File: src/rtl/qspi_xip_arbiter_pkg.sv
// Shared types and constants for the QSPI XIP read-port arbiter.
package qspi_xip_arbiter_pkg;

    localparam int unsigned QspiDw = 32;

    typedef enum logic [2:0] {
        IDLE,
        ISSUE,
        WAIT,
        RESP,
        DRAIN
    } xip_arb_state_e;

endpackage

File: src/rtl/qspi_xip_arbiter_if.sv
// Requester-side and qspi_xip-side signals of the XIP read-port arbiter.
interface qspi_xip_arbiter_if #(
    parameter int unsigned NumReq = 2,
    parameter int unsigned AddrW  = 24
);
    import qspi_xip_arbiter_pkg::*;

    logic [NumReq-1:0]       req_i;
    logic [NumReq*AddrW-1:0] addr_i;
    logic [NumReq-1:0]       gnt_o;
    logic [NumReq-1:0]       rvalid_o;
    logic                    rerr_o;
    logic [QspiDw-1:0]       rdata_o;
    logic                    xip_req_o;
    logic [AddrW-1:0]        xip_addr_o;
    logic [QspiDw-1:0]       xip_rdata_i;
    logic                    xip_rvalid_i;
    logic                    busy_o;

    modport slave (
        input  req_i, addr_i, xip_rdata_i, xip_rvalid_i,
        output gnt_o, rvalid_o, rerr_o, rdata_o, xip_req_o, xip_addr_o, busy_o
    );

    modport master (
        output req_i, addr_i, xip_rdata_i, xip_rvalid_i,
        input  gnt_o, rvalid_o, rerr_o, rdata_o, xip_req_o, xip_addr_o, busy_o
    );

endinterface

File: src/rtl/qspi_xip_arbiter_rr_arbiter.sv
// Combinational round-robin pick: first set request at or after ptr, wrapping.
module qspi_xip_arbiter_rr_arbiter #(
    parameter  int unsigned N    = 2,
    localparam int unsigned IdxW = (N > 1) ? $clog2(N) : 1
) (
    input  logic [N-1:0]    req,
    input  logic [IdxW-1:0] ptr,
    output logic [N-1:0]    gnt,
    output logic [IdxW-1:0] idx
);

    logic [IdxW:0]   sum;
    logic [IdxW-1:0] cand;
    logic            found;

    always_comb begin
        gnt   = '0;
        idx   = '0;
        found = 1'b0;
        sum   = '0;
        cand  = '0;
        for (int i = 0; i < int'(N); i++) begin
            sum = {1'b0, ptr} + (IdxW+1)'(i);
            if (sum >= (IdxW+1)'(N)) begin
                sum = sum - (IdxW+1)'(N);
            end
            cand = sum[IdxW-1:0];
            if (!found && req[cand]) begin
                found     = 1'b1;
                gnt[cand] = 1'b1;
                idx       = cand;
            end
        end
    end

endmodule

File: src/rtl/qspi_xip_arbiter.sv
// Round-robin share of the single qspi_xip read port with one outstanding read
// and a watchdog that turns hung reads into error responses.
module qspi_xip_arbiter
    import qspi_xip_arbiter_pkg::*;
#(
    parameter int unsigned NumReq        = 2,
    parameter int unsigned AddrW         = 24,
    parameter int unsigned TimeoutCycles = 1024
) (
    input logic                clk_i,
    input logic                rst_ni,
    qspi_xip_arbiter_if.slave  bus
);

    localparam int unsigned IdxW = (NumReq > 1) ? $clog2(NumReq) : 1;
    localparam int unsigned TmrW = $clog2(TimeoutCycles + 1);
    localparam logic [TmrW-1:0] TmrLast = TmrW'(TimeoutCycles - 1);
    localparam logic [IdxW-1:0] IdxLast = IdxW'(NumReq - 1);

    xip_arb_state_e    state_q, state_d;
    logic [IdxW-1:0]   ptr_q, ptr_d;
    logic [IdxW-1:0]   owner_q, owner_d;
    logic [AddrW-1:0]  addr_q, addr_d;
    logic [QspiDw-1:0] rdata_q, rdata_d;
    logic              rerr_q, rerr_d;
    logic [TmrW-1:0]   timer_q, timer_d;
    logic              drain_q, drain_d;
    logic [NumReq-1:0] rvalid_q, rvalid_d;
    logic              xip_req_q, xip_req_d;
    logic              busy_q, busy_d;

    logic [NumReq-1:0] arb_gnt;
    logic [IdxW-1:0]   arb_idx;
    logic [NumReq-1:0] gnt_c;
    logic [AddrW-1:0]  req_addr [NumReq];
    logic [AddrW-1:0]  win_addr;

    qspi_xip_arbiter_rr_arbiter #(
        .N (NumReq)
    ) u_rr (
        .req (bus.req_i),
        .ptr (ptr_q),
        .gnt (arb_gnt),
        .idx (arb_idx)
    );

    for (genvar g = 0; g < NumReq; g++) begin : g_addr
        assign req_addr[g] = bus.addr_i[g*AddrW +: AddrW];
    end

    assign win_addr = req_addr[arb_idx];

    // Next-state, datapath and registered-output decode.
    always_comb begin
        state_d = state_q;
        ptr_d   = ptr_q;
        owner_d = owner_q;
        addr_d  = addr_q;
        rdata_d = rdata_q;
        rerr_d  = rerr_q;
        timer_d = timer_q;
        drain_d = drain_q;
        gnt_c   = '0;

        unique case (state_q)
            IDLE: begin
                if (|bus.req_i) begin
                    gnt_c   = arb_gnt;
                    owner_d = arb_idx;
                    addr_d  = win_addr & ~AddrW'(3);
                    ptr_d   = (arb_idx == IdxLast) ? '0 : arb_idx + 1'b1;
                    state_d = ISSUE;
                end
            end
            ISSUE: begin
                timer_d = '0;
                state_d = WAIT;
            end
            WAIT: begin
                if (timer_q != '1) timer_d = timer_q + 1'b1;
                // A beat landing on the expiry cycle still counts as data.
                if (bus.xip_rvalid_i) begin
                    rdata_d = bus.xip_rdata_i;
                    rerr_d  = 1'b0;
                    drain_d = 1'b0;
                    state_d = RESP;
                end else if (timer_q == TmrLast) begin
                    rdata_d = '0;
                    rerr_d  = 1'b1;
                    drain_d = 1'b1;
                    state_d = RESP;
                end
            end
            RESP: begin
                timer_d = '0;
                drain_d = 1'b0;
                state_d = drain_q ? DRAIN : IDLE;
            end
            DRAIN: begin
                if (timer_q != '1) timer_d = timer_q + 1'b1;
                if (bus.xip_rvalid_i || (timer_q == TmrLast)) begin
                    state_d = IDLE;
                end
            end
            default: state_d = IDLE;
        endcase

        rvalid_d = '0;
        if (state_d == RESP) rvalid_d = NumReq'(1) << owner_d;
        xip_req_d = (state_d == ISSUE);
        busy_d    = (state_d != IDLE);
    end

    always_ff @(posedge clk_i or negedge rst_ni) begin
        if (!rst_ni) begin
            state_q   <= IDLE;
            ptr_q     <= '0;
            owner_q   <= '0;
            addr_q    <= '0;
            rdata_q   <= '0;
            rerr_q    <= 1'b0;
            timer_q   <= '0;
            drain_q   <= 1'b0;
            rvalid_q  <= '0;
            xip_req_q <= 1'b0;
            busy_q    <= 1'b0;
        end else begin
            state_q   <= state_d;
            ptr_q     <= ptr_d;
            owner_q   <= owner_d;
            addr_q    <= addr_d;
            rdata_q   <= rdata_d;
            rerr_q    <= rerr_d;
            timer_q   <= timer_d;
            drain_q   <= drain_d;
            rvalid_q  <= rvalid_d;
            xip_req_q <= xip_req_d;
            busy_q    <= busy_d;
        end
    end

    // Grant is combinational; keep it quiet while reset is asserted.
    assign bus.gnt_o      = gnt_c & {NumReq{rst_ni}};
    assign bus.rvalid_o   = rvalid_q;
    assign bus.rerr_o     = rerr_q;
    assign bus.rdata_o    = rdata_q;
    assign bus.xip_req_o  = xip_req_q;
    assign bus.xip_addr_o = addr_q;
    assign bus.busy_o     = busy_q;

endmodule
File: src/flat_wrapper.sv
// flat-port wrapper written by rule: the top's interface ports become plain ports
module qspi_xip_arbiter_flat import qspi_xip_arbiter_pkg::*;
#(
    parameter int unsigned NumReq        = 2,
    parameter int unsigned AddrW         = 24,
    parameter int unsigned TimeoutCycles = 1024
)
  (clk_i, rst_ni, bus_req_i, bus_addr_i, bus_xip_rdata_i, bus_xip_rvalid_i, bus_gnt_o, bus_rvalid_o, bus_rerr_o, bus_rdata_o, bus_xip_req_o, bus_xip_addr_o, bus_busy_o);
  qspi_xip_arbiter_if #(.NumReq(NumReq), .AddrW(AddrW)) bus_i ();
  input logic clk_i;
  input logic rst_ni;
  input wire logic [$bits(bus_i.req_i)-1:0] bus_req_i;
  input wire logic [$bits(bus_i.addr_i)-1:0] bus_addr_i;
  input wire logic [$bits(bus_i.xip_rdata_i)-1:0] bus_xip_rdata_i;
  input wire logic [$bits(bus_i.xip_rvalid_i)-1:0] bus_xip_rvalid_i;
  output wire logic [$bits(bus_i.gnt_o)-1:0] bus_gnt_o;
  output wire logic [$bits(bus_i.rvalid_o)-1:0] bus_rvalid_o;
  output wire logic [$bits(bus_i.rerr_o)-1:0] bus_rerr_o;
  output wire logic [$bits(bus_i.rdata_o)-1:0] bus_rdata_o;
  output wire logic [$bits(bus_i.xip_req_o)-1:0] bus_xip_req_o;
  output wire logic [$bits(bus_i.xip_addr_o)-1:0] bus_xip_addr_o;
  output wire logic [$bits(bus_i.busy_o)-1:0] bus_busy_o;
  assign bus_i.req_i = bus_req_i;
  assign bus_i.addr_i = bus_addr_i;
  assign bus_i.xip_rdata_i = bus_xip_rdata_i;
  assign bus_i.xip_rvalid_i = bus_xip_rvalid_i;
  assign bus_gnt_o = bus_i.gnt_o;
  assign bus_rvalid_o = bus_i.rvalid_o;
  assign bus_rerr_o = bus_i.rerr_o;
  assign bus_rdata_o = bus_i.rdata_o;
  assign bus_xip_req_o = bus_i.xip_req_o;
  assign bus_xip_addr_o = bus_i.xip_addr_o;
  assign bus_busy_o = bus_i.busy_o;
  qspi_xip_arbiter #(.NumReq(NumReq), .AddrW(AddrW), .TimeoutCycles(TimeoutCycles)) u_core (.clk_i(clk_i), .rst_ni(rst_ni), .bus(bus_i));
endmodule
File: config.mk
export PLATFORM = sky130hd
export DESIGN_NAME = qspi_xip_arbiter_flat
export DESIGN_NICKNAME = d
export VERILOG_FILES = /design/src/rtl/qspi_xip_arbiter_pkg.sv /design/src/rtl/qspi_xip_arbiter_if.sv /design/src/rtl/qspi_xip_arbiter_rr_arbiter.sv /design/src/rtl/qspi_xip_arbiter.sv /design/src/flat_wrapper.sv
export SDC_FILE = /design/constraint.sdc
export NUM_CORES = 1
export LEC_CHECK = 0
export ABC_AREA = 0
export CORE_ASPECT_RATIO = 1.2
export CORE_MARGIN = 2
export CORE_UTILIZATION = 45
export CTS_CLUSTER_SIZE = 30
export DETAILED_ROUTE_END_ITERATION = 8
export PLACE_DENSITY = 0.95
export SLEW_MARGIN = 10
export SYNTH_ARGS = -nofsm -noshare
export SYNTH_HDL_FRONTEND = slang
export SYNTH_SLANG_ARGS = --single-unit
File: constraint.sdc
create_clock -name clk_i -period 3.7 [get_ports clk_i]
set_input_delay 0.74 -clock clk_i [delete_from_list [all_inputs] [get_ports clk_i]]
set_output_delay 0.74 -clock clk_i [all_outputs]
set_load 0.05 [all_outputs]
==> out/results.txt <==
status = completed
Filler cells = 556
Crit path max-delay family = simple AND/OR/NAND/NOR gates
mux share of post-synthesis cell area = 0.06659
reg-to-reg slack, setup = 1.45 ns
multi-input combinational cell area = 1265 sq um
CP Capture Type = output port
initial core utilization = 0.4600
Critical Path Stages = 4
total of max-cap violations = 0
Finished Layout Cells = 514
final net count = 505
fin crit share = 0.7167
Simple-Gate Fraction of Synth Area = 0.1150
global-route wire length before repair = 13.37 mm
Critical-path top delay cell = dfrtp_1
hold path cells = 2
register area = 1902 sq um
TritonRoute pass-1 iters = 6
H-tree depth = 3
Sink Count = 76
largest net degree at the start of global routing = 77
Netlist Area Pre-Place = 3307 sq um
Setup CP Type = reg -> out
vias per inst = 5.261
sequential area share after synthesis = 0.5751
FFs w/ async S/R, synth = 1.000
minimum clock period = 2.652 ns
Worst Setup Start Kind = register
dominant synthesized flop cell = dfrtp_1
maximum VDD drop = 0.5285 mV
fmax = 0.3771 GHz
Iter 0 DRT Violations = 204
post-synthesis cell count = 282
root buffer cell = clkbuf_8
CTS tree = built
later-pin clock latency in the skew report = 0.34 ns
Cell Area, Placed = 4737 sq um
Synth Area in Compound Gates = 0.1812
post-DP HPWL = 5.847 mm
share of cells above drive strength 1 = 0.07547
CTS buffer count = 9
Post-Route WL = 8.027 mm
Placer Congestion = 0.7537
crit path max fanout = 9
number of I/O pins = 148
Synth cell types = 41
Max Slew Vio Count = 0
Warnings, synthesis = 0
path depth of the worst reg2reg path = 5
Ant. Diodes = 0
Slew headroom = 0.3710
placement row count = 34
post-cts sizing count = 0
P&R area growth vs syn = 48.77%
vias in the first global route = 2857
placed cell count = 498
initial antenna violation count = 0
worst slew pin tran = 0.9435 ns
hold buffers post-CTS = 0
Final Hold Fails = 0
pwr dens = 921.8 nW/um^2
number of buffers inserted by port buffering = 141
Remaining DRCs = 0
adder-cell share of the synthesized area = 0.003784
Post-Synth XOR/XNOR Area = 0.01022
Design Area, Final = 4920 sq um
final setup TNS = 0 ns
Wirelength per Cell = 15.62 microns
# setup viols final = 0
Min-Delay Path Class = reg -> reg
Vias = 2704
synthesized area per cell = 11.73 sq um
synthesized flop and latch total = 76
die area = 8053 sq um
leakage = 2.204 nW
Arr. time, crit path = 1.91 ns
core area = 7189 sq um
WP data required = 2.96 ns
Post-CTS Setup Repair Bufs = 0
Clock Skews = 0.007876 ns
total gr overflow = 0
EDFF count, synth = 0
RSZ-0062 raised after global routing = no
Worst Path Buf+Inv = 1
largest family of logic cells by synthesized area = compound AO/OA/AOI/OAI gates
slowest stage delay, CP = 0.54 ns
Antenna Nets Post-Route = 0
Clock Pin Slew Worst Setup and Hold Paths = 0.08 ns
Die W = 82.26 microns
Clock Path Buffers = 2
Design Power = 4.535 mW
Core Util, Final = 0.6843
Total GRT Usage = 0.2154
CP cell instances = nor3_2 > nand2_1 > nor2_1 > buf_12
die height = 97.91 microns
==> cells in the mapped netlist, types with 2 or more instances <==
library cell	number	area [sq um]
a21oi_1	9	45.04
a22o_1	32	280.3
a31oi_1	2	12.51
and2_1	2	12.51
buf_2	10	50.05
buf_4	3	22.52
buf_6	6	67.56
dfrtp_1	76	1902
inv_1	3	11.26
mux2i_1	22	220.2
nand2_1	35	131.4
nand2b_1	2	12.51
nand3_1	7	35.03
nor2_1	12	45.04
nor3_1	3	15.01
o211ai_1	2	15.01
o21ai_1	27	135.1
o31ai_1	3	22.52
or2_1	2	12.51
or3_1	2	12.51
xnor2_1	2	17.52
==> through the flow <==
stage / hold slack [ns] / worst slack (ns)
2_1_floorplan: 0.4444 / 1.122
3_3_place_gp: 0.4661 / 1.133
3_5_place_dp: 0.4753 / 1.090
4_1_cts: 0.4947 / 1.045
5_1_grt: 0.5194 / 0.9580
6_report: 0.4854 / 1.048
==> placed cells by master (no fill, tap or decap), types with 2 or more instances in the layout <==
| cell | instances |
|---|---|
| a21oi_1 | 9 |
| a22o_1 | 32 |
| a31oi_1 | 2 |
| and2_1 | 2 |
| buf_4 | 6 |
| clkbuf_8 | 9 |
| clkdlybuf4s50_1 | 138 |
| clkinv_4 | 2 |
| clkinvlp_4 | 2 |
| conb_1 | 2 |
| dfrtp_1 | 76 |
| inv_1 | 3 |
| inv_6 | 3 |
| mux2i_1 | 22 |
| nand2_1 | 35 |
| nand2b_1 | 2 |
| nand3_1 | 7 |
| nor2_1 | 12 |
| nor3_1 | 3 |
| o211ai_1 | 2 |
| o21ai_1 | 26 |
| o31ai_1 | 3 |
| or2_1 | 2 |
| or3_1 | 2 |
| xnor2_1 | 2 |
==> cells by family after synthesis <==
group           count (synthesis)
buf+inv                        23
xor+xnor                        3
simple gates                   74
mux                            22
fa+ha+maj                       1
other cells                     1
compound gates                 82
flops                          76
==> flip-flops by register name (all words and copies together), names as in the netlist <==
register / count
u_core.ptr_q: 1
u_core.bus.xip_req_o: 1
u_core.bus.rvalid_o: 2
u_core.bus.rdata_o: 32
u_core.timer_q: 11
u_core.owner_q: 1
u_core.state_q: 3
u_core.drain_q: 1
u_core.bus.xip_addr_o: 22
u_core.bus.rerr_o: 1
u_core.bus.busy_o: 1
==> final timing paths <==
check | startpoint | endpoint
min in group asynchronous | rst_ni | u_core.state_q[2]$_DFF_PN0_
max reg2reg | u_core.state_q[1]$_DFF_PN0_ | u_core.bus.rdata_o[8]$_DFFE_PN0P_
min | u_core.bus.xip_addr_o[6]$_DFFE_PN0P_ | u_core.bus.xip_addr_o[6]$_DFFE_PN0P_
max | u_core.state_q[2]$_DFF_PN0_ | bus_gnt_o[1]
min reg2reg | u_core.bus.xip_addr_o[6]$_DFFE_PN0P_ | u_core.bus.xip_addr_o[6]$_DFFE_PN0P_
max in group asynchronous | rst_ni | u_core.bus.rdata_o[16]$_DFFE_PN0P_
==> routing by layer <==
metal / track usage / share of wire / vias to the layer above
met3: 0.04713 / 0.059 / 13
met1: 0.2551 / 0.39 / 1311
li1: - / - / 1292
met4: 0.08077 / 0.018 / 0
met2: 0.3734 / 0.53 / 88
met5: 0 / 0 / -
==> worst reg2reg max path, delay by kind of cell (launching register included) <==
kind / cells / cell delay (ns)
flip-flops: 1 / 0.53
AND/OR/NAND/NOR: 2 / 0.41
AO/OA/AOI/OAI: 2 / 0.99
buffers and inverters: 1 / 0.25
==> cell type report <==
| type | count | area share |
|---|---|---|
| clock buffers | 9 | 0.02518 |
| clock inverters | 7 | 0.01195 |
| inverters | 3 | 0.002289 |
| multi-input cells | 184 | 0.2571 |
| flip-flops and latches | 76 | 0.3866 |
| well taps | 90 | 0.02289 |
| repair buffers | 145 | 0.2940 |
==> power breakdown <==
group	switching (mW)	internal [mW]	leakage, nW
sequential	0.223	1.17	0.960
combinational	1.67	0.907	1.16
clock	0.319	0.252	0.0868
Power figures use the tool's default switching activity.
